<file path="src/rtl/adder_pkg.sv">
// Purpose: shared constants and parameter legality check for the pipelined adder.
// Latency: n/a (package only).
// Backpressure: n/a (package only).
package adder_pkg;

  localparam int DEF_WIDTH  = 32;
  localparam int DEF_STAGES = 4;

  // Legal when the word splits into equal, non-empty slices.
  function automatic bit params_ok(input int width, input int stages);
    return (width >= 2) && (stages >= 1) && (stages <= width) && ((width % stages) == 0);
  endfunction

endpackage

</file>
<file path="src/rtl/pipelined_adder_if.sv">
// Purpose: operand/result handshake bundle of the pipelined adder.
// Latency: n/a (wires only).
// Backpressure: ready_i (consumer) and ready_o (producer) travel with the bundle.
// Ports: valid_i/ready_o/a_i/b_i/cin_i/sub_i on the issue side,
//        valid_o/ready_i/sum_o/cout_o/ovf_o/zero_o on the result side.
interface pipelined_adder_if
  import adder_pkg::*;
#(
  parameter int WIDTH = DEF_WIDTH
);
  logic             valid_i;
  logic             ready_o;
  logic [WIDTH-1:0] a_i;
  logic [WIDTH-1:0] b_i;
  logic             cin_i;
  logic             sub_i;
  logic             valid_o;
  logic             ready_i;
  logic [WIDTH-1:0] sum_o;
  logic             cout_o;
  logic             ovf_o;
  logic             zero_o;

  // Adder side.
  modport slave (
    input  valid_i, a_i, b_i, cin_i, sub_i, ready_i,
    output ready_o, valid_o, sum_o, cout_o, ovf_o, zero_o
  );

  // Issue logic / result consumer side.
  modport master (
    output valid_i, a_i, b_i, cin_i, sub_i, ready_i,
    input  ready_o, valid_o, sum_o, cout_o, ovf_o, zero_o
  );
endinterface

</file>
<file path="src/rtl/adder_stage.sv">
// Purpose: one SLICE-wide ripple slice of the skewed adder pipeline, plus its valid bit.
// Latency: 1 cycle (registered payload and valid).
// Backpressure: holds its token while rdy_i is low; rdy_i is this stage's own ready.
// Ports: vld_i/rdy_i/vld_o handshake; a_i/b_i/c_i/z_i skewed payload in, a_o/b_o/c_o/z_o out;
//        ovf_o is only produced by the last stage (K == STAGES-1), tied low elsewhere.
module adder_stage
  import adder_pkg::*;
#(
  parameter int WIDTH  = DEF_WIDTH,
  parameter int STAGES = DEF_STAGES,
  parameter int K      = 0
) (
  input  logic             clk_i,
  input  logic             rst_ni,
  input  logic             vld_i,
  input  logic             rdy_i,
  output logic             vld_o,
  input  logic [WIDTH-1:0] a_i,
  input  logic [WIDTH-1:0] b_i,
  input  logic             c_i,
  input  logic             z_i,
  output logic [WIDTH-1:0] a_o,
  output logic [WIDTH-1:0] b_o,
  output logic             c_o,
  output logic             z_o,
  output logic             ovf_o
);
  localparam int SLICE = WIDTH / STAGES;

  logic [SLICE-1:0] w_sum;
  logic             w_cout;
  logic [WIDTH-1:0] w_a_nxt;
  logic [WIDTH-1:0] w_b_nxt;
  logic             w_load;

  logic             r_vld;
  logic [WIDTH-1:0] r_a;
  logic [WIDTH-1:0] r_b;
  logic             r_c;
  logic             r_z;

  // The slice being summed always sits in the low SLICE bits.
  assign {w_cout, w_sum} = {1'b0, a_i[SLICE-1:0]} + {1'b0, b_i[SLICE-1:0]}
                         + {{SLICE{1'b0}}, c_i};

  // A rotates: the finished slice enters at the top, so after STAGES stages
  // the A lane holds the complete sum in natural bit order. B just shifts out.
  if (STAGES == 1) begin : g_single
    assign w_a_nxt = w_sum;
    assign w_b_nxt = '0;
  end else begin : g_rotate
    assign w_a_nxt = {w_sum, a_i[WIDTH-1:SLICE]};
    assign w_b_nxt = {{SLICE{1'b0}}, b_i[WIDTH-1:SLICE]};
  end

  assign w_load = rdy_i && vld_i;

  always_ff @(posedge clk_i or negedge rst_ni) begin
    if (!rst_ni) begin
      r_vld <= 1'b0;
      r_a   <= '0;
      r_b   <= '0;
      r_c   <= 1'b0;
      r_z   <= 1'b0;
    end else begin
      if (rdy_i) r_vld <= vld_i;
      if (w_load) begin
        r_a <= w_a_nxt;
        r_b <= w_b_nxt;
        r_c <= w_cout;
        r_z <= z_i && (w_sum == '0);
      end
    end
  end

  // Signed overflow only means something at the word MSB, i.e. in the top slice.
  if (K == STAGES - 1) begin : g_ovf
    logic w_cmsb;
    logic r_ovf;
    assign w_cmsb = a_i[SLICE-1] ^ b_i[SLICE-1] ^ w_sum[SLICE-1];
    always_ff @(posedge clk_i or negedge rst_ni) begin
      if (!rst_ni)     r_ovf <= 1'b0;
      else if (w_load) r_ovf <= w_cmsb ^ w_cout;
    end
    assign ovf_o = r_ovf;
  end else begin : g_no_ovf
    assign ovf_o = 1'b0;
  end

  assign vld_o = r_vld;
  assign a_o   = r_a;
  assign b_o   = r_b;
  assign c_o   = r_c;
  assign z_o   = r_z;
endmodule

</file>
<file path="src/rtl/pipelined_adder.sv">
// Purpose: STAGES-deep pipelined two's-complement add/subtract with carry, overflow and zero flags.
// Latency: STAGES cycles from input transfer to valid_o; one result per cycle when unstalled.
// Backpressure: per-stage valid/ready, bubbles collapse; ready_o drops only when every stage is full.
// Ports: clk_i, rst_ni (async, active-low); bus = pipelined_adder_if slave (operands in, result out).
module pipelined_adder
  import adder_pkg::*;
#(
  parameter int WIDTH  = DEF_WIDTH,
  parameter int STAGES = DEF_STAGES
) (
  input logic               clk_i,
  input logic               rst_ni,
  pipelined_adder_if.slave  bus
);
  if (!params_ok(WIDTH, STAGES)) begin : g_param_err
    $error("pipelined_adder: WIDTH must be >= 2 and a multiple of STAGES");
  end

  // Skewed payload carried between stages.
  typedef struct packed {
    logic [WIDTH-1:0] a;   // unsummed A slices (low) + finished sum slices (high)
    logic [WIDTH-1:0] b;   // unsummed effective-B slices, low aligned
    logic             c;   // carry into the next slice
    logic             z;   // all finished slices were zero
  } pay_t;

  pay_t [STAGES:0]    w_pay;
  logic [STAGES-1:0]  w_sv;     // registered valid of each stage
  logic [STAGES:0]    w_rdy;
  logic [STAGES-1:0]  w_ovf;
  logic               w_unused;

  // Subtract is A + ~B + 1; cin is ignored then.
  assign w_pay[0] = '{a: bus.a_i,
                      b: bus.b_i ^ {WIDTH{bus.sub_i}},
                      c: bus.sub_i | bus.cin_i,
                      z: 1'b1};

  // ready[k] = !valid[k] || ready[k+1], evaluated in one process so the
  // only combinational handshake path is ready_i -> ready_o.
  always_comb begin
    w_rdy         = '0;
    w_rdy[STAGES] = bus.ready_i;
    for (int k = STAGES - 1; k >= 0; k--) begin
      w_rdy[k] = !w_sv[k] || w_rdy[k+1];
    end
  end

  for (genvar k = 0; k < STAGES; k++) begin : g_stage
    logic w_vin;
    if (k == 0) begin : g_first
      assign w_vin = bus.valid_i;
    end else begin : g_next
      assign w_vin = w_sv[k-1];
    end

    adder_stage #(
      .WIDTH  (WIDTH),
      .STAGES (STAGES),
      .K      (k)
    ) u_stage (
      .clk_i  (clk_i),
      .rst_ni (rst_ni),
      .vld_i  (w_vin),
      .rdy_i  (w_rdy[k]),
      .vld_o  (w_sv[k]),
      .a_i    (w_pay[k].a),
      .b_i    (w_pay[k].b),
      .c_i    (w_pay[k].c),
      .z_i    (w_pay[k].z),
      .a_o    (w_pay[k+1].a),
      .b_o    (w_pay[k+1].b),
      .c_o    (w_pay[k+1].c),
      .z_o    (w_pay[k+1].z),
      .ovf_o  (w_ovf[k])
    );
  end

  assign bus.ready_o = w_rdy[0];
  assign bus.valid_o = w_sv[STAGES-1];
  assign bus.sum_o   = w_pay[STAGES].a;
  assign bus.cout_o  = w_pay[STAGES].c;
  assign bus.zero_o  = w_pay[STAGES].z;
  assign bus.ovf_o   = w_ovf[STAGES-1];

  // B residue after the last slice and the non-final stages' ovf ties have no consumer.
  assign w_unused = ^{w_pay[STAGES].b, w_ovf};
endmodule

</file>
<file path="src/flat_wrapper.sv">
// flat-port wrapper written by rule: the top's interface ports become plain ports
module pipelined_adder_flat import adder_pkg::*;
#(
  parameter int WIDTH  = DEF_WIDTH,
  parameter int STAGES = DEF_STAGES
)
  (clk_i, rst_ni, bus_valid_i, bus_a_i, bus_b_i, bus_cin_i, bus_sub_i, bus_ready_i, bus_ready_o, bus_valid_o, bus_sum_o, bus_cout_o, bus_ovf_o, bus_zero_o);
  pipelined_adder_if #(.WIDTH(WIDTH)) bus_i ();
  input logic clk_i;
  input logic rst_ni;
  input wire logic [$bits(bus_i.valid_i)-1:0] bus_valid_i;
  input wire logic [$bits(bus_i.a_i)-1:0] bus_a_i;
  input wire logic [$bits(bus_i.b_i)-1:0] bus_b_i;
  input wire logic [$bits(bus_i.cin_i)-1:0] bus_cin_i;
  input wire logic [$bits(bus_i.sub_i)-1:0] bus_sub_i;
  input wire logic [$bits(bus_i.ready_i)-1:0] bus_ready_i;
  output wire logic [$bits(bus_i.ready_o)-1:0] bus_ready_o;
  output wire logic [$bits(bus_i.valid_o)-1:0] bus_valid_o;
  output wire logic [$bits(bus_i.sum_o)-1:0] bus_sum_o;
  output wire logic [$bits(bus_i.cout_o)-1:0] bus_cout_o;
  output wire logic [$bits(bus_i.ovf_o)-1:0] bus_ovf_o;
  output wire logic [$bits(bus_i.zero_o)-1:0] bus_zero_o;
  assign bus_i.valid_i = bus_valid_i;
  assign bus_i.a_i = bus_a_i;
  assign bus_i.b_i = bus_b_i;
  assign bus_i.cin_i = bus_cin_i;
  assign bus_i.sub_i = bus_sub_i;
  assign bus_i.ready_i = bus_ready_i;
  assign bus_ready_o = bus_i.ready_o;
  assign bus_valid_o = bus_i.valid_o;
  assign bus_sum_o = bus_i.sum_o;
  assign bus_cout_o = bus_i.cout_o;
  assign bus_ovf_o = bus_i.ovf_o;
  assign bus_zero_o = bus_i.zero_o;
  pipelined_adder #(.WIDTH(WIDTH), .STAGES(STAGES)) u_core (.clk_i(clk_i), .rst_ni(rst_ni), .bus(bus_i));
endmodule
</file>
<file path="config.mk">
export PLATFORM = sky130hd
export DESIGN_NAME = pipelined_adder_flat
export DESIGN_NICKNAME = d
export VERILOG_FILES = /design/src/rtl/adder_pkg.sv /design/src/rtl/pipelined_adder_if.sv /design/src/rtl/adder_stage.sv /design/src/rtl/pipelined_adder.sv /design/src/flat_wrapper.sv
export SDC_FILE = /design/constraint.sdc
export NUM_CORES = 1
export LEC_CHECK = 0
export ABC_CLOCK_PERIOD_IN_PS = 5000
export BUFFER_PORTS_ARGS = -buffer_cell sky130_fd_sc_hd__buf_2
export CAP_MARGIN = 20
export CORE_MARGIN = 2
export CORE_UTILIZATION = 60
export CTS_BUF_LIST = sky130_fd_sc_hd__clkbuf_8
export DETAILED_ROUTE_END_ITERATION = 8
export PLACE_DENSITY = 0.82
export SKIP_CTS_REPAIR_TIMING = 1
export SYNTH_ARGS = -nofsm -noshare
export SYNTH_HDL_FRONTEND = slang
export SYNTH_SLANG_ARGS = --single-unit
export TNS_END_PERCENT = 20
</file>
<file path="constraint.sdc">
create_clock -name clk_i -period 5 [get_ports clk_i]
set_input_delay 0 -clock clk_i [delete_from_list [all_inputs] [get_ports clk_i]]
set_output_delay 0 -clock clk_i [all_outputs]
set_load 0.01 [all_outputs]
</file>
==> results of run 1 <==
## where the power goes
part | internal (mW) | switching, mW | leakage [nW]
combinational | 0.941 | 1.00 | 2.31
sequential | 2.05 | 0.311 | 2.27
clock | 0.529 | 0.520 | 0.217
total | 3.52 | 1.83 | 4.80
## per-layer routing
| metal | vias to the layer above | global-route usage |
|---|---|---|
| li1 | 2835 | - |
| met3 | 32 | 0.0527 |
| met4 | 0 | 0.0885 |
| met1 | 2920 | 0.314 |
| met5 | - | 0 |
| met2 | 181 | 0.386 |
## worst register-to-register path: stages, from the launching register on
cell                        delay, ps
sky130_fd_sc_hd__dfrtp_1          410
sky130_fd_sc_hd__fa_1             490
sky130_fd_sc_hd__fa_1             440
sky130_fd_sc_hd__a211oi_1         290
sky130_fd_sc_hd__o21bai_1         140
sky130_fd_sc_hd__a2111oi_0        770
sky130_fd_sc_hd__or4_1            210
sky130_fd_sc_hd__nand3_1           70
## state kept, by name (all words and copies together) (netlist names)
| name | cells |
|---|---|
| u_core.g_stage.u_stage.ovf_o | 1 |
| u_core.g_stage.u_stage.vld_o | 4 |
| u_core.g_stage.u_stage.a_o | 128 |
| u_core.g_stage.u_stage.c_o | 4 |
| u_core.g_stage.u_stage.b_o | 48 |
| u_core.g_stage.u_stage.z_o | 4 |
## worst max-delay path by stage
stage                                      endpoint
floorplan           u_core.g_stage[3].u_stage.ovf_o
global placement      u_core.g_stage[0].u_stage.z_o
detailed placement    u_core.g_stage[0].u_stage.z_o
CTS                 u_core.g_stage[3].u_stage.ovf_o
global route        u_core.g_stage[3].u_stage.ovf_o
finish              u_core.g_stage[3].u_stage.ovf_o
## synth_stat cells, types with 3 or more instances
master                       n  share of area
sky130_fd_sc_hd__o31ai_1     5         0.0043
sky130_fd_sc_hd__o21a_1      7         0.0061
sky130_fd_sc_hd__nand2_1   133          0.058
sky130_fd_sc_hd__dfrtp_1   189           0.55
sky130_fd_sc_hd__ha_1       28          0.041
sky130_fd_sc_hd__nor2b_1     4         0.0029
sky130_fd_sc_hd__nand3_1     4         0.0023
sky130_fd_sc_hd__a21o_1      7         0.0061
sky130_fd_sc_hd__inv_1      13         0.0056
sky130_fd_sc_hd__or4_1       3         0.0026
sky130_fd_sc_hd__mux2_2    111           0.14
sky130_fd_sc_hd__a211oi_1    8         0.0069
sky130_fd_sc_hd__nand2b_1    6         0.0043
sky130_fd_sc_hd__buf_1       3         0.0013
sky130_fd_sc_hd__nor2_1     16         0.0069
sky130_fd_sc_hd__fa_1        8          0.019
sky130_fd_sc_hd__o21bai_1    4         0.0035
sky130_fd_sc_hd__buf_2      16         0.0093
sky130_fd_sc_hd__xnor2_1    38          0.038
sky130_fd_sc_hd__clkbuf_1    9         0.0039
sky130_fd_sc_hd__xor2_1     11          0.011
sky130_fd_sc_hd__a21oi_1    19          0.011
sky130_fd_sc_hd__o21ai_0    49          0.028
sky130_fd_sc_hd__o211ai_1    5         0.0043
## stage by stage
step	cells	utilization
3_3_place_gp	993	0.669
5_1_grt	1079	0.738
4_1_cts	1025	0.699
6_report	1079	0.738
3_5_place_dp	993	0.669
2_1_floorplan	729	-
## cell usage in the layout (no fill, tap or decap), types with 4 or more instances in the layout
cell | Yosys | final
sky130_fd_sc_hd__a21oi_1 | 19 | 19
sky130_fd_sc_hd__fa_1 | 8 | 8
sky130_fd_sc_hd__a21o_1 | 7 | 7
sky130_fd_sc_hd__mux2_2 | 111 | 111
sky130_fd_sc_hd__ha_1 | 28 | 28
sky130_fd_sc_hd__o21ai_0 | 49 | 48
sky130_fd_sc_hd__buf_4 | 0 | 7
sky130_fd_sc_hd__nor2_1 | 16 | 16
sky130_fd_sc_hd__o21bai_1 | 4 | 4
sky130_fd_sc_hd__nand3_1 | 4 | 4
sky130_fd_sc_hd__xor2_1 | 11 | 11
sky130_fd_sc_hd__inv_1 | 13 | 15
sky130_fd_sc_hd__o31ai_1 | 5 | 5
sky130_fd_sc_hd__a211oi_1 | 8 | 8
sky130_fd_sc_hd__buf_2 | 16 | 105
sky130_fd_sc_hd__clkbuf_8 | 0 | 21
sky130_fd_sc_hd__xnor2_1 | 38 | 38
sky130_fd_sc_hd__dlygate4sd3_1 | 0 | 53
sky130_fd_sc_hd__nand2_1 | 133 | 132
sky130_fd_sc_hd__nand2b_1 | 6 | 6
sky130_fd_sc_hd__o211ai_1 | 5 | 5
sky130_fd_sc_hd__o21a_1 | 7 | 7
sky130_fd_sc_hd__dfrtp_1 | 189 | 189
sky130_fd_sc_hd__nor2b_1 | 4 | 4
## cell type report
| class | count | area, sq um | area share |
|---|---|---|---|
| Clock buffer | 20 | 275 | 0.0266 |
| Multi-Input combinational cell | 498 | 3760 | 0.364 |
| Sequential cell | 189 | 4730 | 0.458 |
| Timing Repair Buffer | 167 | 1150 | 0.111 |
| Clock inverter | 12 | 145 | 0.0141 |
| Inverter | 13 | 48.8 | 0.00472 |
| Tap cell | 180 | 225 | 0.0218 |
## kinds of logic (layout without fill, tap and decap cells)
kind of cell | Yosys count | after routing
flip-flops | 189 | 189
AND/OR/NAND/NOR | 181 | 181
AO/OA/AOI/OAI | 121 | 121
multiplexers | 111 | 111
XOR/XNOR | 49 | 49
buffers and inverters | 42 | 212
adder cells (fa/ha/maj) | 36 | 36
==> results.cfg, run 1 <==
[setup_path]
worst_path_most_repeated_cell = sky130_fd_sc_hd__fa_1
worst_setup_path_start_kind = register
crit_path_cell_trace = fa_1 -> fa_1 -> a211oi_1 -> o21bai_1 -> a2111oi_0 -> or4_1 -> nand3_1
crit_path_start = u_core.g_stage[2].u_stage.a_o[0]
worst_r2r_path_depth = 7
highest_fanout_seen_on_the_critical_path = 3
path_buf_inv = 0
regToRegEndpoint = u_core.g_stage[3].u_stage.ovf_o
rrSetupSlack_ps = 2060
max_stage_delay_ps = 770
critical_path_class = register to register
path_delay_family = compound AO/OA/AOI/OAI gates
worstReg2RegStart = u_core.g_stage[2].u_stage.a_o[0]
critPathSlowestCell = sky130_fd_sc_hd__a2111oi_0
critical_path_arrival_ps = 3280
required_ps = 5340
cp_capture_type = register
cp.depth = 7

[job]
drv.max_cap_violation_count = 0

[worst_hold_path]
hold_path_depth = 3
hold-path-endpoint = u_core.g_stage[0].u_stage.a_o[25]
min_from = bus_a_i[1]
hold_path.class = input pin to register

[sta]
worst_pin_slew_ps = 990
timing_hold_violations_final = 0
fin_crit_sh = 0.588
minimum_hold_slack_ps = 15.8
max_freq_mhz = 340
fin_setup_tns_ps = 0
timing_max_transition_violations_final = 0
setup_ws_ps = 2060
worst_slew_margin_rel = 0.340
worst_clock_skew_ps = 14.6
rsz0062_at_grt = false
post-route-min-period_ps = 2940
report.final.setup_viol = 0

[cells_and_area]
fin_nets = 992
nFillCells = 930
antenna_cells = 0
final_design_area_no_fill_sq_mm = 0.0103
post_route_cells_drive_above_1_share = 0.296
flow.area_growth_from_synthesis_pct = 19.4

[global_route]
grt_max_degree = 137
first_global_vias = 5807
grt_pass1_wl_um = 27800
grt_usage = 0.237
antenna_found_initial = 0
grt_overflow_total = 0

[route]
detailroute.wirelength.met3_um = 747
ant_nets = 0
met1_length_um = 7770
routed_wire_length_per_instance_um = 16.6
drt-total-wl_um = 17900
drc = 0
met2_wirelength_um = 9030
num_vias = 5968
drtIter0Drc = 463
via_per_inst = 5.53
top_layer = met4
drtPass1Iterations = 5

[floorplan]
dieHeight_um = 124
initial_core_util = 0.618
dieArea_sq_mm = 0.0154
floorplan.core_area_sq_mm = 0.0140
design.portCount = 107
placementRows = 43
die_w_um = 124

[synthesis]
synth-compound-area-share = 0.0901
synth_cells = 729
ys_seq_area_frac = 0.547
synthXorXnorAreaFrac = 0.0496
yosys.cell_types.count = 49
synthesis.yosys.warnings = 0
synthesis.nets = 835
ys_seq_elements = 189
synthesis.area_sq_mm = 0.00865
syn_area_per_cell_sq_um = 11.9
synth_adder_area_share = 0.0590
synthMuxAreaShare = 0.145
simple_gate_share_of_the_synthesized_area = 0.0885
postSynth.asyncResetShare = 1.00
number_of_enable_flip_flop_cells_after_synthesis = 0
largest_family_of_logic_cells_by_synthesized_area = multiplexers
yosys_most_used_dff = sky130_fd_sc_hd__dfrtp_1

[clock_network]
tritoncts = yes
worstSkewPairLatency_ps = 470
cts.root.buffer_cell = sky130_fd_sc_hd__clkbuf_8
cts_made_buffers = 17
clock_tree.buffer_depth = 2
clk_transition_reported_paths_ps = 90
clock-sinks = 189
cts.htree.levels = 4

[power]
total_power_mw = 5.35
powerDensity_mw_per_mm2 = 518
total_leakage_power_nw = 4.80
max-vdd-ir-drop_uv = 220

[placement]
place.gp.congestion = 0.863
hpwl_um = 11900
port_buffers = 106
place_ws_ps = 2150
placedInstanceArea_sq_mm = 0.00935

[outcome]
run_status = finished, final reports clean
Note: power is estimated with default switching activity, not from simulation.
==> run 2: changes to the inputs <==
Settings changed: ABC_CLOCK_PERIOD_IN_PS 5000 to 2700, CORE_UTILIZATION 60 to 54, PLACE_DENSITY 0.82 to 0.78.
Clock period 5 ns to 2.7 ns, I/O delays scaled along.
==> run 2 against run 1 <==
Compared with the run above:
- routed wire length decreased by 6.3%
- largest cell class unchanged
- largest power group unchanged
- clock-buffer cell count is 1 lower
- via count decreased by 2.3%
==> results.cfg, run 2 (same netlist as run 1, synthesis figures left out) <==
[outcome]
run_status = finished, final reports clean

[cells_and_area]
final_cell_mix = sky130_fd_sc_hd__dfrtp_1, sky130_fd_sc_hd__nand2_1, sky130_fd_sc_hd__mux2_2, sky130_fd_sc_hd__buf_2, sky130_fd_sc_hd__dlygate4sd3_1
flow.area_growth_from_synthesis_pct = 19.4
largest_register_ffs = 128
post_route_cells_drive_above_1_share = 0.298
antenna_cells = 0
mostFrequentLayoutCell = sky130_fd_sc_hd__dfrtp_1
fin_nets = 997

[floorplan]
dieHeight_um = 131
design.portCount = 107
floorplan.core_area_sq_mm = 0.0158
dieArea_sq_mm = 0.0170
die_w_um = 131
initial_core_util = 0.548
placementRows = 46

[clock_network]
worstSkewPairLatency_ps = 460
clock_tree.buffer_depth = 2
clock-sinks = 189
cts_made_buffers = 17
cts.htree.levels = 4
tritoncts = yes
cts.root.buffer_cell = sky130_fd_sc_hd__clkbuf_8
clk_transition_reported_paths_ps = 90

[route]
drtIter0Drc = 257
via_per_inst = 5.21
ant_nets = 0
routed_wire_length_per_instance_um = 15.0
drt-total-wl_um = 16800
num_vias = 5832
drtPass1Iterations = 4
drc = 0

[placement]
hpwl_um = 11200
place.gp.congestion = 0.871
place_ws_ps = 92.0
port_buffers = 106

[sta]
max_freq_mhz = 392
timing_max_transition_violations_final = 0
worst_slew_margin_rel = 0.481
fin_setup_tns_ps = 0
fin_crit_sh = 0.945
minimum_hold_slack_ps = 18.1
worst_clock_skew_ps = 15.1
worst_pin_slew_ps = 775
post-route-min-period_ps = 2550
setup_ws_ps = 149
timing_hold_violations_final = 0
report.final.setup_viol = 0
rsz0062_at_grt = false

[global_route]
antenna_found_initial = 0
grt_overflow_total = 0
grt_usage = 0.203
grt_max_degree = 89
grt_use_met2 = 0.330
grt_pass1_wl_um = 26900
use_met1 = 0.271
busiest_layer = met2
gr-usage-met3 = 0.0460
first_global_vias = 5535

[setup_path]
cp_capture_type = register
critical_path_class = register to register
critical_path_arrival_ps = 2920
path_buf_inv = 0
highest_fanout_seen_on_the_critical_path = 3
worst_setup_path_start_kind = register
critPathSlowestCell = sky130_fd_sc_hd__or4_1
max_stage_delay_ps = 540
required_ps = 3070
path_delay_family = adder cells
crit_path_cell_trace = fa_1 -> fa_2 -> a21o_1 -> a21oi_2 -> xnor2_1 -> or4_1 -> o41ai_2

[power]
total_leakage_power_nw = 4.80
total_power_mw = 9.55
max-vdd-ir-drop_uv = 362
powerDensity_mw_per_mm2 = 924

[worst_hold_path]
hold_path.class = input pin to register

[job]
drv.max_cap_violation_count = 0
## run 2: power by group
part,internal (mW),switching [mW]
clock,0.749,0.925
combinational,1.77,1.76
sequential,3.80,0.547
## run 2: worst paths after layout
| path | end | from | slack (ps) | depth (start not counted) |
|---|---|---|---|---|
| max in group asynchronous | u_core.g_stage[1].u_stage.b_o[13] | rst_ni | 1740 | 3 |
| worst min-delay path | u_core.g_stage[0].u_stage.a_o[25] | bus_a_i[1] | 20 | 3 |
| min in group asynchronous | u_core.g_stage[2].u_stage.a_o[9] | rst_ni | 80 | 2 |
| worst max register to register | u_core.g_stage[3].u_stage.z_o | u_core.g_stage[2].u_stage.a_o[0] | 150 | 7 |
| worst min register to register | u_core.g_stage[3].u_stage.a_o[2] | u_core.g_stage[2].u_stage.a_o[10] | 460 | 2 |
| worst max-delay path | u_core.g_stage[3].u_stage.z_o | u_core.g_stage[2].u_stage.a_o[0] | 150 | 7 |
## run 2: final cells by class
| class | count | area [sq um] |
|---|---|---|
| Inverter | 13 | 48.8 |
| Sequential cell | 189 | 4730 |
| Timing Repair Buffer | 172 | 1180 |
| Fill cell | 1241 | 5440 |
| Multi-Input combinational cell | 498 | 3760 |
| Clock inverter | 12 | 83.8 |
| Clock buffer | 19 | 262 |
| Tap cell | 216 | 270 |
## run 2: metal layers
metal | part of all wire | routed length [um]
met1 | 0.45 | 7550
met2 | 0.50 | 8310
met3 | 0.034 | 565
met4 | 0.020 | 333
met5 | 0 | 0
## run 2: through the flow
step                      area [sq um]  cells  utilization
after floorplan                   8650    729            -
after global placement            9460   1036        0.600
after detailed placement          9460   1036        0.600
after CTS                         9810   1067        0.622
after global routing             10300   1119        0.655
final                            10300   1119        0.655
## run 2: tightest hold or removal path: stages
cell,delay (ps)
sky130_fd_sc_hd__buf_2,110
sky130_fd_sc_hd__fa_1,190
sky130_fd_sc_hd__mux2_2,140
==> run 3: changes to the inputs <==
Settings changed: PLACE_DENSITY 0.78 to 0.74.
==> run 3 against run 2 <==
Compared with the run above:
- critical path type unchanged
- non-clock buffer count shrank 1
- routed wire length up 1.0%
- register-to-register slack about the same
- combinational power barely moved
- setup slack got worse by 2.1 ps
- highest routed layer unchanged
- clock-buffer cell count unchanged
- largest power group unchanged
- clock skew decreased by 8.0 ps
- sequential cell count unchanged
- total power is 0.10% higher
- critical path depth unchanged
- cell area increased by 0.17%
==> results.cfg, run 3 (same netlist as run 1, synthesis figures left out) <==
[route]
drtIter0Drc = 398
num_vias = 5892
drt-total-wl_um = 16900
routed_wire_length_per_instance_um = 15.1
ant_nets = 0
drtPass1Iterations = 4
drc = 0
via_per_inst = 5.27

[clock_network]
cts_made_buffers = 17
cts.htree.levels = 4
cts.root.buffer_cell = sky130_fd_sc_hd__clkbuf_8
worstSkewPairLatency_ps = 460
clock-sinks = 189
tritoncts = yes
clk_transition_reported_paths_ps = 80
clock_tree.buffer_depth = 2

[floorplan]
dieArea_sq_mm = 0.0170
placementRows = 46
floorplan.core_area_sq_mm = 0.0158
design.portCount = 107
initial_core_util = 0.548
dieHeight_um = 131
die_w_um = 131

[power]
max-vdd-ir-drop_uv = 357
total_leakage_power_nw = 4.80
total_power_mw = 9.56
powerDensity_mw_per_mm2 = 923

[cells_and_area]
largest_register_ffs = 128
final_cell_mix = sky130_fd_sc_hd__dfrtp_1, sky130_fd_sc_hd__nand2_1, sky130_fd_sc_hd__mux2_2, sky130_fd_sc_hd__buf_2, sky130_fd_sc_hd__dlygate4sd3_1
antenna_cells = 0
post_route_cells_drive_above_1_share = 0.296
flow.area_growth_from_synthesis_pct = 19.6
postLayoutCoreUtil = 0.656
mostFrequentLayoutCell = sky130_fd_sc_hd__dfrtp_1
fin_nets = 996
final_design_area_no_fill_sq_mm = 0.0103

[sta]
worst_clock_skew_ps = 7.12
timing_max_transition_violations_final = 0
rsz0062_at_grt = false
report.final.setup_viol = 0
timing_hold_violations_final = 0
post-route-min-period_ps = 2550
fin_crit_sh = 0.946
max_freq_mhz = 392
worst_slew_margin_rel = 0.599
worst_pin_slew_ps = 600
fin_setup_tns_ps = 0

[global_route]
grt_overflow_total = 0
first_global_vias = 5745
grt_pass1_wl_um = 27200
grt_usage = 0.205
grt_max_degree = 98
antenna_found_initial = 0

[worst_hold_path]
hold_path.class = input pin to register
hold-path-endpoint = u_core.g_stage[0].u_stage.a_o[25]
min_from = bus_a_i[1]
hold_path_depth = 3

[setup_path]
regToRegEndpoint = u_core.g_stage[3].u_stage.z_o
required_ps = 3060
worstReg2RegStart = u_core.g_stage[2].u_stage.a_o[0]
worst_r2r_path_depth = 7
critical_path_arrival_ps = 2910
worst_setup_path_start_kind = register
rrSetupSlack_ps = 150
critical_path_class = register to register
cp_capture_type = register
highest_fanout_seen_on_the_critical_path = 3

[job]
drv.max_cap_violation_count = 0

[placement]
place.gp.congestion = 0.852
placedInstanceArea_sq_mm = 0.00948
hpwl_um = 11900
port_buffers = 106

[outcome]
run_status = finished, final reports clean
-- run 3: cell count changes in the layout (fill, tap and decap cells not counted) --
cell | before | now
sky130_fd_sc_hd__clkinv_2 | 4 | 2
sky130_fd_sc_hd__clkinvlp_4 | 2 | 3
sky130_fd_sc_hd__a2111oi_0 | 1 | 2
sky130_fd_sc_hd__inv_1 | 18 | 19
sky130_fd_sc_hd__buf_12 | 1 | 3
sky130_fd_sc_hd__a2111oi_1 | 1 | 0
sky130_fd_sc_hd__buf_4 | 13 | 10
-- run 3: how the worst max path moves through the flow --
stage,slack [ps],end,from,depth (start not counted)
6_report,150,u_core.g_stage[3].u_stage.z_o,u_core.g_stage[2].u_stage.a_o[0],7
5_1_grt,40,u_core.g_stage[3].u_stage.z_o,u_core.g_stage[2].u_stage.a_o[0],7
4_1_cts,90,u_core.g_stage[3].u_stage.z_o,u_core.g_stage[2].u_stage.a_o[0],7
3_5_place_dp,110,u_core.g_stage[3].u_stage.z_o,u_core.g_stage[2].u_stage.a_o[0],7
3_3_place_gp,160,u_core.g_stage[3].u_stage.z_o,u_core.g_stage[2].u_stage.a_o[0],7
2_1_floorplan,160,u_core.g_stage[3].u_stage.ovf_o,u_core.g_stage[2].u_stage.a_o[0],7
-- run 3: cell type report --
cell class / instances / area, sq um
Tap cell: 216 / 270
Timing Repair Buffer: 171 / 1190
Fill cell: 1236 / 5420
Clock buffer: 19 / 262
Multi-Input combinational cell: 498 / 3760
Clock inverter: 12 / 85.1
Sequential cell: 189 / 4730
Inverter: 13 / 48.8
-- run 3: stage by stage --
| stage | hold slack, ps | std cells | worst slack, ps |
|---|---|---|---|
| floorplan | -296 | 729 | 164 |
| global placement | -23.8 | 1035 | 162 |
| detailed placement | -12.3 | 1035 | 111 |
| CTS | -525 | 1066 | 92.6 |
| global route | 29.2 | 1118 | 38.7 |
| finish | 42.7 | 1118 | 146 |
-- run 3: routing by layer --
metal	track usage	share of wire
met1	0.265	0.45
met2	0.343	0.50
met3	0.0489	0.034
met4	0.0682	0.018
met5	0	0
-- run 3: critical path, cell delays in order, from the launching register on --
cell                      delay, ps
sky130_fd_sc_hd__dfrtp_1        410
sky130_fd_sc_hd__fa_1           480
sky130_fd_sc_hd__fa_2           380
sky130_fd_sc_hd__a21o_1         200
sky130_fd_sc_hd__a21oi_2        140
sky130_fd_sc_hd__xnor2_1         80
sky130_fd_sc_hd__or4_1          530
sky130_fd_sc_hd__o41ai_2        230
-- run 3: power by group --
part | total, mW | switching [mW] | internal, mW
combinational | 3.55 | 1.77 | 1.78
clock | 1.66 | 0.914 | 0.749
sequential | 4.35 | 0.554 | 3.80
